===== config.mk =====
export PLATFORM = sky130hd
export DESIGN_NAME = if_fetch_unit
export DESIGN_NICKNAME = d
export VERILOG_FILES = /design/src/rtl/if_pkg.sv /design/src/rtl/if_fetch_unit_skid_buf.sv /design/src/rtl/if_fetch_unit.sv
export SDC_FILE = /design/constraint.sdc
export NUM_CORES = 1
export LEC_CHECK = 0
export BUFFER_PORTS_ARGS = -buffer_cell sky130_fd_sc_hd__buf_2
export CELL_PAD_IN_SITES_DETAIL_PLACEMENT = 1
export CELL_PAD_IN_SITES_GLOBAL_PLACEMENT = 1
export CORE_MARGIN = 1.5
export CORE_UTILIZATION = 40
export CTS_BUF_LIST = sky130_fd_sc_hd__clkbuf_2
export CTS_CLUSTER_SIZE = 28
export DETAILED_ROUTE_END_ITERATION = 12
export HOLD_SLACK_MARGIN = 0.1
export PLACE_DENSITY = 0.9
export SYNTH_ARGS = -nofsm -noshare
export SYNTH_HDL_FRONTEND = slang
export SYNTH_SLANG_ARGS = --single-unit

===== constraint.sdc =====
create_clock -name clk -period 2.9 [get_ports clk]
set_input_delay 0.145 -clock clk [delete_from_list [all_inputs] [get_ports clk]]
set_output_delay 0.145 -clock clk [all_outputs]
set_load 0.02 [all_outputs]

===== src/rtl/if_pkg.sv =====
// Shared types and defaults for the instruction-fetch stage: FSM encoding,
// halt opcode and the IF/ID payload carried by the register and skid buffer.
package if_pkg;

    localparam int AW_DEF = 16;
    localparam int IW_DEF = 16;
    localparam logic [3:0] HALT_OP_DEF = 4'hf;

    typedef enum logic [2:0] {
        S_IDLE = 3'd0,
        S_REQ  = 3'd1,
        S_WAIT = 3'd2,
        S_FULL = 3'd3,
        S_HALT = 3'd4
    } fetch_state_t;

    typedef struct packed {
        logic [IW_DEF-1:0] instr;
        logic [AW_DEF-1:0] pc;
    } if_payload_t;

endpackage


===== src/rtl/if_fetch_unit_skid_buf.sv =====
// Single-entry holder for a response that arrives while the IF/ID register
// is stalled. Clear wins over load; load and drain never coincide in use.
module if_skid_buf
    import if_pkg::*;
(
    input  logic        clk,
    input  logic        rst,
    input  logic        clear,
    input  logic        load,
    input  if_payload_t load_data,
    input  logic        drain,
    output logic        valid,
    output if_payload_t data
);

    always_ff @(posedge clk) begin
        if (rst) begin
            valid <= 1'b0;
            data  <= '0;
        end else if (clear) begin
            valid <= 1'b0;
        end else if (load) begin
            valid <= 1'b1;
            data  <= load_data;
        end else if (drain) begin
            valid <= 1'b0;
        end
    end

endmodule


===== src/rtl/if_fetch_unit.sv =====
// Instruction fetch: one outstanding memory request at a time, IF/ID register
// plus one skid entry, flush squashing (including in-flight responses) and HLT stop.
module if_fetch_unit
    import if_pkg::*;
#(
    parameter int AW = AW_DEF,
    parameter int IW = IW_DEF,
    parameter logic [3:0] HALT_OP = HALT_OP_DEF
) (
    input  logic          clk,
    input  logic          rst,
    input  logic [AW-1:0] pc_addr,
    output logic          pc_hold,
    output logic          mem_req,
    output logic [AW-1:0] mem_addr,
    input  logic          mem_gnt,
    input  logic          mem_rvalid,
    input  logic [IW-1:0] mem_rdata,
    input  logic          flush,
    input  logic          id_stall,
    output logic          if_valid,
    output logic [IW-1:0] if_instr,
    output logic [AW-1:0] if_pc,
    output logic [AW-1:0] if_pc_plus2,
    output logic          halted
);

    localparam logic [AW-1:0] PC_STEP = AW'(2);

    fetch_state_t state, state_nxt;
    logic         drop_pending, drop_nxt;
    logic [AW-1:0] req_pc;

    logic          if_valid_q;
    if_payload_t   if_q;
    logic [AW-1:0] pc_plus2_q;

    logic          skid_valid;
    if_payload_t   skid_data;
    if_payload_t   resp_data;
    if_payload_t   if_src;

    logic resp_fire, resp_halt, skid_load, skid_drain;

    // A response is only accepted in S_WAIT, and never when it belongs to a squashed fetch.
    assign resp_fire  = (state == S_WAIT) && mem_rvalid && !drop_pending && !flush;
    assign resp_halt  = (mem_rdata[IW-1 -: 4] == HALT_OP);
    assign skid_load  = resp_fire && if_valid_q && id_stall;
    assign skid_drain = skid_valid && !id_stall;

    assign resp_data.instr = mem_rdata;
    assign resp_data.pc    = req_pc;
    assign if_src          = skid_drain ? skid_data : resp_data;

    assign mem_req  = (state == S_REQ);
    assign mem_addr = mem_req ? pc_addr : '0;
    assign pc_hold  = !(mem_req && mem_gnt);
    assign halted   = (state == S_HALT);

    assign if_valid    = if_valid_q;
    assign if_instr    = if_q.instr;
    assign if_pc       = if_q.pc;
    assign if_pc_plus2 = pc_plus2_q;

    always_comb begin
        state_nxt = state;
        drop_nxt  = drop_pending;
        case (state)
            S_IDLE: state_nxt = S_REQ;
            S_REQ:  if (mem_gnt) state_nxt = S_WAIT;
            S_WAIT: begin
                if (mem_rvalid) begin
                    drop_nxt = 1'b0;
                    if (drop_pending)   state_nxt = S_REQ;
                    else if (resp_halt) state_nxt = S_HALT;
                    else if (skid_load) state_nxt = S_FULL;
                    else                state_nxt = S_REQ;
                end
            end
            S_FULL: if (skid_drain) state_nxt = S_REQ;
            S_HALT: state_nxt = S_HALT;
            default: state_nxt = S_IDLE;
        endcase
        // Any request already granted must still return; remember to drop its data.
        if (flush) begin
            state_nxt = S_REQ;
            drop_nxt  = 1'b0;
            if ((state == S_WAIT && !mem_rvalid) || (state == S_REQ && mem_gnt)) begin
                state_nxt = S_WAIT;
                drop_nxt  = 1'b1;
            end
        end
    end

    always_ff @(posedge clk) begin
        if (rst) begin
            state        <= S_IDLE;
            drop_pending <= 1'b0;
            req_pc       <= '0;
        end else begin
            state        <= state_nxt;
            drop_pending <= drop_nxt;
            if (mem_req && mem_gnt) req_pc <= pc_addr;
        end
    end

    always_ff @(posedge clk) begin
        if (rst) begin
            if_valid_q <= 1'b0;
            if_q       <= '0;
            pc_plus2_q <= '0;
        end else if (flush) begin
            if_valid_q <= 1'b0;
        end else if (!id_stall || !if_valid_q) begin
            if (skid_drain || resp_fire) begin
                if_valid_q <= 1'b1;
                if_q       <= if_src;
                pc_plus2_q <= if_src.pc + PC_STEP;
            end else begin
                if_valid_q <= 1'b0;
            end
        end
    end

    if_skid_buf u_skid (
        .clk       (clk),
        .rst       (rst),
        .clear     (flush),
        .load      (skid_load),
        .load_data (resp_data),
        .drain     (skid_drain),
        .valid     (skid_valid),
        .data      (skid_data)
    );

endmodule


* Yosys cells after proc, flatten, opt, wreduce, memory -nomap -nowiden
Cells that the tools add are included.
** Word-level totals
- Bits in registers :: 102
- Bits in latches :: 0
- Bits in writable memories :: 0
- ROM bits :: 0
- Input port bits :: 38
- Word-level logic and storage cells :: 64
- Memories :: 0
** Cells by class
- Add/sub/neg operators :: 1
- $mul :: 0
- Divide/modulo/power cells :: 0
- Magnitude comparators :: 0
- Equal/unequal tests :: 8
- Shift operators :: 0
- Muxes and demuxes :: 18
- Bitwise gates (word level) :: 1
- Reductions and logical operators :: 26
** Operator list (count)
- 2-to-1 mux 32 bit :: 1
- 2-to-1 mux 3 bit :: 6
- adder 16 x 2 -> 16 bit (second input constant) :: 1
- 2-to-1 mux 16 bit :: 1
- one-hot mux 3 bit (5 select lines) :: 1
- logical AND 1 bit :: 8
- 2-to-1 mux 1 bit :: 7
- equality test 3 x 2 -> 1 bit (second input constant) :: 2
- logical NOT 1 bit :: 6
- != test 3 bit (second input constant) :: 2
- AND reduction 3 bit :: 2
- nonzero test 2 bit :: 3
- equality test 4 bit (second input constant) :: 1
- 2-to-1 mux 2 bit :: 2
- AND reduction 2 bit :: 2
- equality test 3 x 1 -> 1 bit (second input constant) :: 1
- equality test 3 bit (second input constant) :: 1
- logical NOT 3 bit :: 1
- logical OR 1 bit :: 3
- != test 3 x 1 -> 1 bit (second input constant) :: 1
- OR reduction 2 bit :: 1
- NOT 1 bit :: 1

* Logic depth before layout (Yosys ltp)
- Depth after elaboration :: 12
- Depth in mapped cells :: 10
- Depth with buffers taken out :: 7

* Hierarchy
From an unflattened synthesis, not the netlist that was laid out.
** Unflattened totals
- Cell total of the unflattened synthesis :: 590
- Area total of the unflattened synthesis :: 5048.6 um^2
** By module, submodules not included
- if_fetch_unit :: instances 1, cells an instance 441, area each 3548.4 um^2, seq. area each 1361.3 um^2
- if_skid_buf :: instances 1, cells an instance 149, area each 1500.2 um^2, seq. area each 660.6 um^2

* Least setup slack after synthesis
Ideal clock, no wire load.
- Path kind :: register -> register
- Start point :: register u_skid.valid
- End point :: register pc_plus2_q[13], in the netlist if_pc_plus2[13]
- Arrival :: 2.333 ns
- Required time :: 2.838 ns
- Path slack :: 0.505 ns
- Stages on the path, launching flop included :: 11
- Path buffers :: 3
- Cell sequence :: dfxtp_1 -> nor2b_2 -> buf_6 -> buf_2 -> buf_1 -> nand2_1 -> nand2_1 -> ha_1 -> o2111ai_1 -> or4_1 -> nand3_1
** RTL lines
- start, declared :: RTL line if_fetch_unit_skid_buf.sv:12 : output logic valid,
- start signal, assigned :: RTL line if_fetch_unit_skid_buf.sv:18 : valid <= 1'b0;
- start signal, assigned :: RTL line if_fetch_unit_skid_buf.sv:21 : valid <= 1'b0;
- start signal, assigned :: RTL line if_fetch_unit_skid_buf.sv:23 : valid <= 1'b1;
- end signal, assigned :: RTL line if_fetch_unit.sv:118 : pc_plus2_q <= if_src.pc + PC_STEP;
- end, declared :: RTL line if_fetch_unit.sv:36 : logic [AW-1:0] pc_plus2_q;

* Worst setup path in the final report
- Start point :: register state[0]
- End point :: register u_skid.data[21] (netlist bit)
** On the way
- Word-level cells in the longest chain between the ends :: 7
** RTL lines
- start, declared :: RTL line if_fetch_unit.sv:30 : fetch_state_t state, state_nxt;
- start signal, assigned :: RTL line if_fetch_unit.sv:101 : state <= state_nxt;
- equality test 3 x 2 -> 1 bit :: RTL line if_fetch_unit.sv:46 : assign resp_fire = (state == S_WAIT) && mem_rvalid && !drop_pending && !flush;
- logical AND 1 bit (3 in a row) :: RTL line if_fetch_unit.sv:46
- logical AND 1 bit (2 in a row) :: RTL line if_fetch_unit.sv:48 : assign skid_load = resp_fire && if_valid_q && id_stall;
- AND reduction 2 bit (no line)
- end signal, assigned :: RTL line if_fetch_unit_skid_buf.sv:24 : data <= load_data;
- end, declared :: RTL line if_fetch_unit_skid_buf.sv:13 : output if_payload_t data
Every way passes these cells.
A chain may end at the register's enable or synchronous reset.

==> flow_metrics.py <==
metrics = {
    "final_layout": {
        "nets": 747,
        "drive_gt1_share_pct": 20.9,
        "syn_to_final_growth_pct": 25.1,
        "diodes": 0,
        "final_area_sq_mm": 0.00572,
        "final_cell_mix": "nand2_1 (162), buf_2 (105), dfxtp_1 (101)",
        "final_common_cell": "nand2_1",
    },
    "critical_path": {
        "slowest_stage": "dlygate4sd3_1",
        "crit_type": "register to register",
        "crit_chain": "nand2b_1, nor4_2, nand3_1, buf_4, nand2_1, a21oi_1, dlygate4sd3_1",
        "cp.arrival_ps": 3070,
        "end_kind": "register",
        "rrSetupSlack_ps": 360,
        "startpoint_type": "register",
        "crit_path_max_fanout": 21,
        "cpPeakStageDelay_ps": 590,
        "required_ps": 3440,
        "r2r_cells": 7,
    },
    "sta": {
        "slew_viol_final": 0,
        "post-route-period-util_pct": 87.4,
        "fin_crit_ps": 2540,
        "max-slew-margin-rel_pct": 53.2,
        "whs_ps": 323,
        "setup_violations": 0,
        "max_freq_ghz": 0.394,
        "worst_pin_slew_ps": 703,
        "finClkSkew_ps": 35.4,
        "hold_violations": 0,
        "rsz0062_at_grt": "false",
        "setup_slack_ps": 364,
        "tns_ps": 0,
    },
    "clock_network": {
        "clk_pin_slew_ps": 280,
        "clock_sinks": 101,
        "htreeDepth": 3,
        "cts_tree": "yes",
        "clockRootBuffer": "clkbuf_2",
        "cts_buffers": 9,
        "clockBufferDepth": 2,
        "post_cts_buffers": 0,
        "worstSkewPairLatency_ps": 590,
    },
    "place": {
        "hpwlAfterDp_microns": 9860,
        "placed_area_sq_mm": 0.00518,
        "place.gp.congestion": 0.914,
        "portBuffers": 105,
        "pre_cts_ws_ps": 480,
    },
    "synthesis": {
        "synth_area_sq_mm": 0.00457,
        "synth_cell_type_count": 58,
        "synth-edff-count": 0,
        "ys_seq_elements": 101,
        "synthCells": 581,
        "synthArstFlopShare_pct": 0,
        "syn_nets": 620,
        "ys_warn_count": 0,
        "ys_seq_area_share_pct": 44.2,
        "syn_avg_cell_area_sq_um": 7.87,
        "synthFlopType": "dfxtp_1",
    },
    "power": {
        "p_int_mw": 1.75,
        "swShare_pct": 28.5,
        "ir_drop_mv": 0.219,
        "p_clk_share_pct": 26.9,
        "seq_power_share_pct": 59.5,
        "power_mw": 2.44,
        "power.density_mw_per_mm2": 427,
        "power.switching_mw": 0.695,
        "leakage_nw": 2.29,
        "p_comb_share_pct": 13.7,
    },
    "worst_hold_path": {
        "worstHoldPathType": "input pin to register",
        "hold_depth": 4,
    },
    "die": {
        "placementRows": 38,
        "dieHeight_microns": 110,
        "ioPinCount": 106,
        "start_util_pct": 41.6,
        "die_w_microns": 110,
        "die-area_sq_mm": 0.0121,
        "core_sq_mm": 0.0110,
    },
    "global_routing": {
        "grt_max_degree": 59,
        "grt_pass1_vias": 5093,
        "grt_pass1_wl_microns": 24600,
        "antenna_found_initial": 0,
        "gr-total-overflow": 0,
        "globalRouteTotalUtil_pct": 26.2,
    },
    "routing": {
        "vias": 4728,
        "wl_per_cell_microns": 17.6,
        "antenna_left": 0,
        "route.detailed.drc": 0,
        "drt_iter0_drc": 248,
        "drt-pass1-iter-count": 6,
        "wirelength_microns": 15000,
        "via_per_inst": 5.55,
    },
    "job": {
        "drv_cap": 0,
    },
    "outcome": {
        "status": "complete, no violations",
    },
}
==> kinds of logic (layout without fill, tap and decap cells) <==
group | count (synthesis) | after routing | synth area share, %
AND/OR/NAND/NOR | 292 | 292 | 29.2
AO/OA/AOI/OAI | 120 | 120 | 16.9
flip-flops | 101 | 101 | 44.2
buffers and inverters | 46 | 177 | 4.46
multiplexers | 17 | 17 | 4.19
XOR/XNOR | 4 | 4 | 0.766
adder cells (fa/ha/maj) | 1 | 1 | 0.274
==> registers in the layout (all words and copies together), names as in the netlist <==
register	cells
if_pc	16
u_skid.valid	1
if_valid	1
req_pc	16
if_pc_plus2	15
drop_pending	1
if_instr	16
state	3
u_skid.data	32
==> synthesized netlist by cell type (all sizes together) (6+ instances only) <==
| master | count | share of area [%] |
|---|---|---|
| nor4 | 7 | 1.1 |
| dfxtp | 101 | 44 |
| o21ai | 8 | 0.88 |
| nand2b | 8 | 1.1 |
| nor2 | 43 | 3.5 |
| a211oi | 11 | 1.8 |
| and2 | 19 | 2.6 |
| nand2 | 162 | 13 |
| nand3 | 18 | 2.0 |
| clkbuf | 29 | 2.4 |
| a21oi | 62 | 6.9 |
| nor3 | 6 | 0.66 |
| mux2i | 13 | 3.2 |
| buf | 14 | 1.8 |
| a311oi | 17 | 3.3 |
==> metal layers <==
metal | track usage (%) | wire length, microns | up-vias
li1 | - | - | 2253
met1 | 31.0 | 6350 | 2288
met2 | 46.3 | 7520 | 154
met3 | 5.51 | 773 | 33
met4 | 9.83 | 339 | 0
met5 | 0 | 0 | -
==> worst paths after layout <==
kind / from / to
max: state[0]$_SDFFE_PP0P_ / u_skid.data[21]$_SDFFE_PP0P_
min: mem_rdata[7] / u_skid.data[23]$_SDFFE_PP0P_
min reg2reg: u_skid.data[29]$_SDFFE_PP0P_ / u_skid.data[29]$_SDFFE_PP0P_
max reg2reg: state[0]$_SDFFE_PP0P_ / u_skid.data[21]$_SDFFE_PP0P_
==> layout make-up <==
| cell class | instances | area (sq um) |
|---|---|---|
| inverters | 3 | 11.3 |
| fillers | 1356 | 5260 |
| repair buffers | 159 | 1040 |
| well taps | 140 | 175 |
| clock buffers | 10 | 50.0 |
| clock inverters | 5 | 52.6 |
| flip-flops and latches | 101 | 2020 |
| multi-input cells | 434 | 2370 |
==> worst max-delay path: cells and delay by family, from the launching register on <==
| kind | cells | cell delay (ps) |
|---|---|---|
| compound gates | 1 | 70 |
| buf+inv | 2 | 850 |
| simple gates | 4 | 1090 |
| flops | 1 | 470 |
==> metrics by stage <==
| stage | std cells | utilization (%) |
|---|---|---|
| 4_1_cts | 852 | 52.1 |
| 2_1_floorplan | 581 | - |
| 3_3_place_gp | 793 | 47.1 |
| 3_5_place_dp | 793 | 47.1 |
| 6_report | 852 | 52.1 |
| 5_1_grt | 852 | 52.1 |
==> repair_timing <==
action | CTS | global route
hold endpoints to repair | 56 | 0
endpoints found under the setup margin | 0 | 1
hold buffers | 44 | 0
resized for setup | 0 | 1
==> power groups by stage <==
| stage | Sequential, mW | Combinational (mW) | Clock [mW] |
|---|---|---|---|
| global placement | 1.47 | 0.276 | 0 |
| detailed placement | 1.48 | 0.287 | 0 |
| floorplan | 1.48 | 0.175 | 0 |
| CTS | 1.45 | 0.328 | 0.661 |
| finish | 1.45 | 0.334 | 0.657 |
| global route | 1.46 | 0.365 | 0.725 |
(Power assumes the default switching activity.)
